**config.mk**
```make
export PLATFORM = sky130hd
export DESIGN_NAME = mv_select
export DESIGN_NICKNAME = d
export VERILOG_FILES = /design/src/rtl/mv_select.sv
export SDC_FILE = /design/constraint.sdc
export NUM_CORES = 1
export LEC_CHECK = 0
export CAP_MARGIN = 20
export CORE_ASPECT_RATIO = 0.7
export CORE_MARGIN = 2
export CORE_UTILIZATION = 40
export CTS_CLUSTER_SIZE = 12
export DETAILED_ROUTE_END_ITERATION = 7
export PLACE_DENSITY = 0.59
export SLEW_MARGIN = 0
export SYNTH_ARGS = -nofsm -noshare
export SYNTH_HDL_FRONTEND = slang
export SYNTH_SLANG_ARGS = --single-unit
```
**constraint.sdc**
```tcl
create_clock -name clk -period 2.45 [get_ports clk]
set_input_delay 0.245 -clock clk [delete_from_list [all_inputs] [get_ports clk]]
set_output_delay 0.245 -clock clk [all_outputs]
set_load 0.02 [all_outputs]
```
**src/rtl/mv_select.sv**
```systemverilog
// mv_select: attributes PE-array SADs to search candidates and reports
// the minimum-SAD motion vector at the end of each search window.
module mv_select #(
  parameter int SAD_WIDTH  = 16,
  parameter int PE_LATENCY = 2,
  parameter int NUM_ROWS   = 16,
  parameter int ROW_WIDTH  = 4
) (
  input  logic                 clk,
  input  logic                 rst_n,
  input  logic [3:0]           ctr_word,
  input  logic                 en_pe,
  input  logic [SAD_WIDTH-1:0] sad_in,
  output logic [ROW_WIDTH-1:0] mv_row,
  output logic [3:0]           mv_col,
  output logic [SAD_WIDTH-1:0] best_sad,
  output logic                 mv_valid,
  output logic                 overrun,
  output logic                 busy
);

  typedef enum logic [1:0] {
    IDLE,
    SEARCH,
    DONE
  } state_t;

  state_t state, state_nx;

  logic [PE_LATENCY-1:0]      en_q;
  logic [PE_LATENCY-1:0][3:0] word_q;
  logic                       d_en;
  logic [3:0]                 d_word;

  logic                 start, cand, row_end, last_row;
  logic [3:0]           col;
  logic [ROW_WIDTH-1:0] row_cnt, cur_row;
  logic [3:0]           cur_col;
  logic [SAD_WIDTH-1:0] cur_min;
  logic                 first;

  // Align the control stream with the PE array's result latency
  always_ff @(posedge clk or negedge rst_n) begin
    if (!rst_n) begin
      en_q   <= '0;
      word_q <= '0;
    end else begin
      en_q[0]   <= en_pe;
      word_q[0] <= ctr_word;
      for (int i = 1; i < PE_LATENCY; i++) begin
        en_q[i]   <= en_q[i-1];
        word_q[i] <= word_q[i-1];
      end
    end
  end

  assign d_en     = en_q[PE_LATENCY-1];
  assign d_word   = word_q[PE_LATENCY-1];
  assign start    = d_en && (d_word == 4'hf);
  assign cand     = d_en && (d_word != 4'h0) && (d_word != 4'hf);
  assign row_end  = cand && (d_word == 4'he);
  assign col      = d_word - 4'd1;
  assign last_row = (row_cnt == ROW_WIDTH'(NUM_ROWS - 1));
  assign busy     = (state == SEARCH);

  always_ff @(posedge clk or negedge rst_n) begin
    if (!rst_n) state <= IDLE;
    else        state <= state_nx;
  end

  always_comb begin
    state_nx = state;
    unique case (state)
      IDLE:   if (start) state_nx = SEARCH;
      SEARCH: begin
        unique case (1'b1)
          start:               state_nx = SEARCH;
          row_end && last_row: state_nx = DONE;
          default:             state_nx = SEARCH;
        endcase
      end
      DONE:    state_nx = start ? SEARCH : IDLE;
      default: state_nx = IDLE;
    endcase
  end

  always_ff @(posedge clk or negedge rst_n) begin
    if (!rst_n) begin
      row_cnt <= '0;
      cur_row <= '0;
      cur_col <= '0;
      cur_min <= '0;
      first   <= 1'b0;
    end else if (start) begin
      row_cnt <= '0;
      first   <= 1'b1;
    end else if (state == SEARCH && cand) begin
      // Strict compare: ties keep the earlier candidate
      if (first || sad_in < cur_min) begin
        cur_min <= sad_in;
        cur_row <= row_cnt;
        cur_col <= col;
        first   <= 1'b0;
      end
      if (row_end && !last_row) row_cnt <= row_cnt + 1'b1;
    end
  end

  always_ff @(posedge clk or negedge rst_n) begin
    if (!rst_n) begin
      mv_row   <= '0;
      mv_col   <= '0;
      best_sad <= '0;
      mv_valid <= 1'b0;
      overrun  <= 1'b0;
    end else begin
      overrun  <= (state == SEARCH) && start;
      mv_valid <= (state == DONE);
      if (state == DONE) begin
        mv_row   <= cur_row;
        mv_col   <= cur_col;
        best_sad <= cur_min;
      end
    end
  end

endmodule

```
; ---- After elaboration in Yosys (flattened, before gate mapping)
; Cells that the tools add are included.
[op_classes]
bitwise_logic = 1
div = 0
magnitude_cmp = 1
n_addsub = 2
muxes = 10
shift = 0
n_eq_ne = 7
reduce_logical = 18
mul = 0
[ops]
columns = operator, count
row1 = 16-bit less-than comparator, 1
row2 = "4-bit == test, second input constant", 3
row3 = 4-bit 2-to-1 mux, 3
row4 = 1-bit logical AND, 8
row5 = 2-bit one-hot mux with 3 select lines, 1
row6 = 2-bit nonzero test, 3
row7 = "4-bit by 1-bit adder with 4-bit output, second input constant", 1
row8 = 1-bit 2-to-1 mux, 4
row9 = 2-bit 2-to-1 mux, 2
row10 = "4-bit != test, second input constant", 1
row11 = 2-bit AND reduction, 2
row12 = 4-bit nonzero test, 1
row13 = "4-bit by 1-bit subtractor with 4-bit output, second input constant", 1
row14 = 3-bit AND reduction, 1
row15 = "2-bit by 1-bit == test with 1-bit output, second input constant", 1
row16 = "2-bit == test, second input constant", 1
row17 = 2-bit logical NOT, 1
row18 = "2-bit != test, second input constant", 1
row19 = 1-bit logical NOT, 1
row20 = 1-bit logical OR, 1
row21 = 1-bit NOT, 1
[totals]
out_inout_bits = 27
elab_cells = 53
ram_bits = 0
register_bits = 67
memories = 0
rom_bits = 0
input_bits = 23
latch_bits = 0

; ---- Depth between registers and ports, before layout
[depth]
word_depth = 8
mapped_depth = 9
ltp_nobuf = 7

; ---- Worst setup path before layout
; No wires, ideal clock.
[synth_path]
path_type = register to register
from = reg word_q, in the netlist d_word[0]
to = reg cur_row[0]
t_arrival_ps = 1895
path_slack_ps = 415
stages_incl_launch_ff = 10
setup_ps = 141
path_cell_list = dfrtp_1 > inv_1 > ha_1 > or3b_1 > and4_1 > buf_2 > buf_2 > buf_1 > nand4_1 > o311ai_1
[synth_between]
elab_chain_cells = 5
word_cells_on_any_way = 9
[synth_rtl]
columns = element, line
row1 = from (decl), 31  ; logic [PE_LATENCY-1:0][3:0] word_q;
row2 = "from (signal, indexed assignment)", 52  ; word_q[i] <= word_q[i-1];
row3 = 4-bit nonzero test, 60  ; assign cand = d_en && (d_word != 4'h0) && (d_word != 4'hf);
row4 = 1-bit logical AND (2 in a row), 60
row5 = 1-bit logical AND, 97  ; end else if (state == SEARCH && cand) begin
row6 = 3-bit AND reduction (no source line) (*), --
row7 = to (signal assigned), 101  ; cur_row <= row_cnt;
row8 = to (decl), 37  ; logic [ROW_WIDTH-1:0] row_cnt, cur_row;
; Every way passes the cells marked *; elsewhere a longest branch is shown, timed or not.
; A chain may end at the register's enable or synchronous reset.

; ---- Worst setup path in the final report
[layout_path]
from = reg word_q, in the netlist d_word[0]
to = reg cur_min[0]
[layout_between]
elab_chain_cells = 5
word_cells_on_any_way = 9
[layout_rtl]
columns = element, line
row1 = 4-bit nonzero test, 60
row2 = 1-bit logical AND (2 in a row), 60
row3 = 1-bit logical AND, 97
row4 = 3-bit AND reduction (no source line) (*), --
row5 = to (signal assigned), 100  ; cur_min <= sad_in;
row6 = to (decl), 39  ; logic [SAD_WIDTH-1:0] cur_min;
; Marks and branches as above.

==> impl_metrics.json <==
{
  "syn_inst": 341,
  "wl_per_cell_um": 15.61,
  "diodes": 0,
  "finalHoldViolCount": 0,
  "synth_seq_cells": 67,
  "wl_mm": 7.758,
  "max_stage_delay_ns": 0.52,
  "rsz0062_at_grt": "false",
  "yosysMostFrequentCell": "dfrtp_1",
  "synthTopCellsByCount": "dfrtp_1, nand2_1, a21oi_1, inv_1",
  "tightest_slew_ns": 0.7560,
  "leakagePower_nw": 1.958,
  "dieArea_sq_um": 9149,
  "finalCritPeriodShare_pct": 94.32,
  "drc": 0,
  "rr_worst_depth": 8,
  "port_buffers": 49,
  "htree_levels": 3,
  "maxSlewViolCount": 0,
  "post-route-min-period_ns": 2.311,
  "dp_hpwl_mm": 5.181,
  "num_vias": 2694,
  "cp-end-kind": "flop",
  "synth_area_leaders": "dfrtp_1, ha_1, o311ai_1, nand4_1, a21oi_1",
  "grt_pass1_wl_mm": 13.13,
  "setup_viol": 0,
  "grt_pass1_vias": 2508,
  "ys_seq_area_share_pct": 49.96,
  "place_inst": 480,
  "drive_gt1_share_pct": 8.838,
  "slew-limit-headroom_pct": 49.60,
  "drt_pre_antenna_iters": 4,
  "fin_skew_ns": 0.006952,
  "grt_usage_pct": 18.40,
  "antenna_left": 0,
  "finalNonFillerCells": 497,
  "cts_setup_buffers": 0,
  "cp-startpoint": "d_word[0]$_DFF_PN0_",
  "crit_type": "reg2reg",
  "ys_async_sr_fraction_pct": 100.0,
  "startpoint_type": "flop",
  "hold_path.class": "reg2reg",
  "cts_root_buffer": "clkbuf_16",
  "synth-edff-count": 0,
  "r2r_end": "cur_min[0]$_DFFE_PN0P_",
  "path_cells": "inv_1, ha_1, or3b_1, nand4_1, buf_4, nand2_1, nand2_1, a311o_1",
  "antenna_found_initial": 0,
  "worstPathRequired_ns": 2.66,
  "grt_max_degree": 68,
  "drt_iter0_markers": 170,
  "cap_violations": 0,
  "fin_area_sq_um": 4287,
  "cpMaxStageDelayCell": "nand4_1",
  "synth_fp_nets": 383,
  "synth_cell_type_count": 37,
  "start_util_pct": 41.91,
  "insertion_delay_ns": 0.33,
  "ff2ff_setup_slack_ns": 0.14,
  "worst-path-max-fanout": 11,
  "die_x_um": 113.5,
  "cts_tree": "built",
  "syn_area_per_cell_sq_um": 9.841,
  "status": "finished clean",
  "fin_util_pct": 53.54,
  "synth_top_flop_cell": "dfrtp_1",
  "clkTransAtPathRegs_ns": 0.05,
  "syn2layout_area_growth_pct": 27.74,
  "endpoint": "cur_min[0]$_DFFE_PN0P_",
  "dpl_cell_area_sq_um": 3996,
  "cts_num_sinks": 67,
  "arrival_ns": 2.52,
  "powerDensity_nw_per_um2": 917.8,
  "yosys.area.top_type": "dfrtp_1",
  "syn-cell-area_sq_um": 3356,
  "fmax_mhz": 432.7,
  "whs_path_depth": 0,
  "cpMostUsedCell": "nand2_1",
  "die_h_um": 80.63,
  "ys_warn_count": 0,
  "r2r_start": "d_word[0]$_DFF_PN0_",
  "gp_congestion": 0.7665,
  "viasPerCell": 5.421,
  "num_rows": 27,
  "irDropWorstVdd_mv": 0.3237,
  "final_nets": 433,
  "grt_overflow_total": 0,
  "core_region_area_sq_um": 8006,
  "pin_count": 50,
  "yosys.area.top_type_share_pct": 49.96,
  "cts_made_buffers": 9,
  "clockBufferDepth": 2,
  "setup_tns_ns": 0
}
[worst min-delay path by stage]
stage	startpoint	end	slack, ns
floorplan	rst_n	best_sad[0]$_DFFE_PN0P_	-0.05
global placement	rst_n	mv_valid$_DFF_PN0_	0.30
detailed placement	rst_n	mv_col[2]$_DFFE_PN0P_	0.30
CTS	ctr_word[0]	word_q[0]$_DFF_PN0_	0.34
global route	ctr_word[2]	word_q[2]$_DFF_PN0_	0.34
finish	word_q[1]$_DFF_PN0_	d_word[1]$_DFF_PN0_	0.35
[routing by layer]
| layer | GRT usage [%] | wire [um] | vias up |
|---|---|---|---|
| met5 | 0 | 0 | - |
| met4 | 4.756 | 42 | 0 |
| met3 | 4.755 | 437 | 6 |
| met2 | 24.01 | 3082 | 70 |
| met1 | 29.25 | 4196 | 1275 |
| li1 | - | - | 1343 |
[layout make-up]
type,count,area (sq um)
tap,101,126.4
multi-input combinational,223,1471
clock inverter,6,41.29
clock buffer,10,239.0
sequential,67,1677
timing repair buffer,63,630.6
inverter,27,101.3
fill,735,3720
[power breakdown]
group          leakage [nW]  switching [W]  internal, W
Combinational         0.984       0.000759     0.000518
Clock                 0.130       0.000485     0.000709
Sequential            0.843       0.000140      0.00132
[layout by cell type, fill, tap and decap left out, types with 2 or more instances in the layout]
cell type / instances
buf_12: 3
nor3_1: 4
a21oi_1: 28
ha_1: 19
clkinvlp_4: 3
buf_4: 10
clkinv_2: 2
xor2_1: 3
xnor2_1: 2
nand4_1: 24
nand2_1: 29
clkdlybuf4s50_1: 48
nand3_1: 14
nand2b_1: 4
o311ai_1: 20
inv_1: 27
and2_1: 2
nor3b_1: 2
nor2_1: 7
and4_1: 2
dfrtp_1: 67
o21ai_0: 24
and3_1: 22
o311ai_0: 3
clkbuf_16: 9
[what timing repair did]
action,in CTS,in global routing
hold endpoints to repair,67,0
resized for setup,0,0
hold buffers,1,0
setup endpoints to repair,0,0
[cell families after synthesis]
group                      after synthesis  synth area share (%)
and+or+nand+nor                        115                 18.57
DFF                                     67                 49.96
xor gates and xnor gates                 5                 1.305
AOI/OAI and AO/OA                       82                 16.07
muxes                                    2                0.6338
buffers and inverters                   51                 6.376
adders and majority gates               19                 7.084
[per-stage QoR]
| step | hold WS, ns | power [W] | setup WS [ns] |
|---|---|---|---|
| floorplan | -0.05059 | 0.002364 | 0.4146 |
| global placement | 0.2996 | 0.002724 | 0.01412 |
| detailed placement | 0.2976 | 0.002753 | -0.02191 |
| CTS | 0.3412 | 0.003978 | 0.1572 |
| global route | 0.3440 | 0.004221 | 0.001147 |
| finish | 0.3495 | 0.003934 | 0.1391 |
[flip-flops by register name, summed over array words and instances (netlist names)]
| name | flops |
|---|---|
| word_q | 4 |
| overrun | 1 |
| row_cnt | 4 |
| cur_col | 4 |
| en_q | 2 |
| best_sad | 16 |
| first | 1 |
| d_word | 4 |
| cur_row | 4 |
| mv_row | 4 |
| mv_col | 4 |
| cur_min | 16 |
| state | 2 |
| mv_valid | 1 |
[worst max-delay path: cells and delay by family (launching register included)]
| family | cells | cell delay [ns] |
|---|---|---|
| and+or+nand+nor | 4 | 0.83 |
| adders and majority gates | 1 | 0.23 |
| buffers and inverters | 2 | 0.49 |
| DFF | 1 | 0.37 |
| AOI/OAI and AO/OA | 1 | 0.27 |
Note: power is estimated with default switching activity, not from simulation.
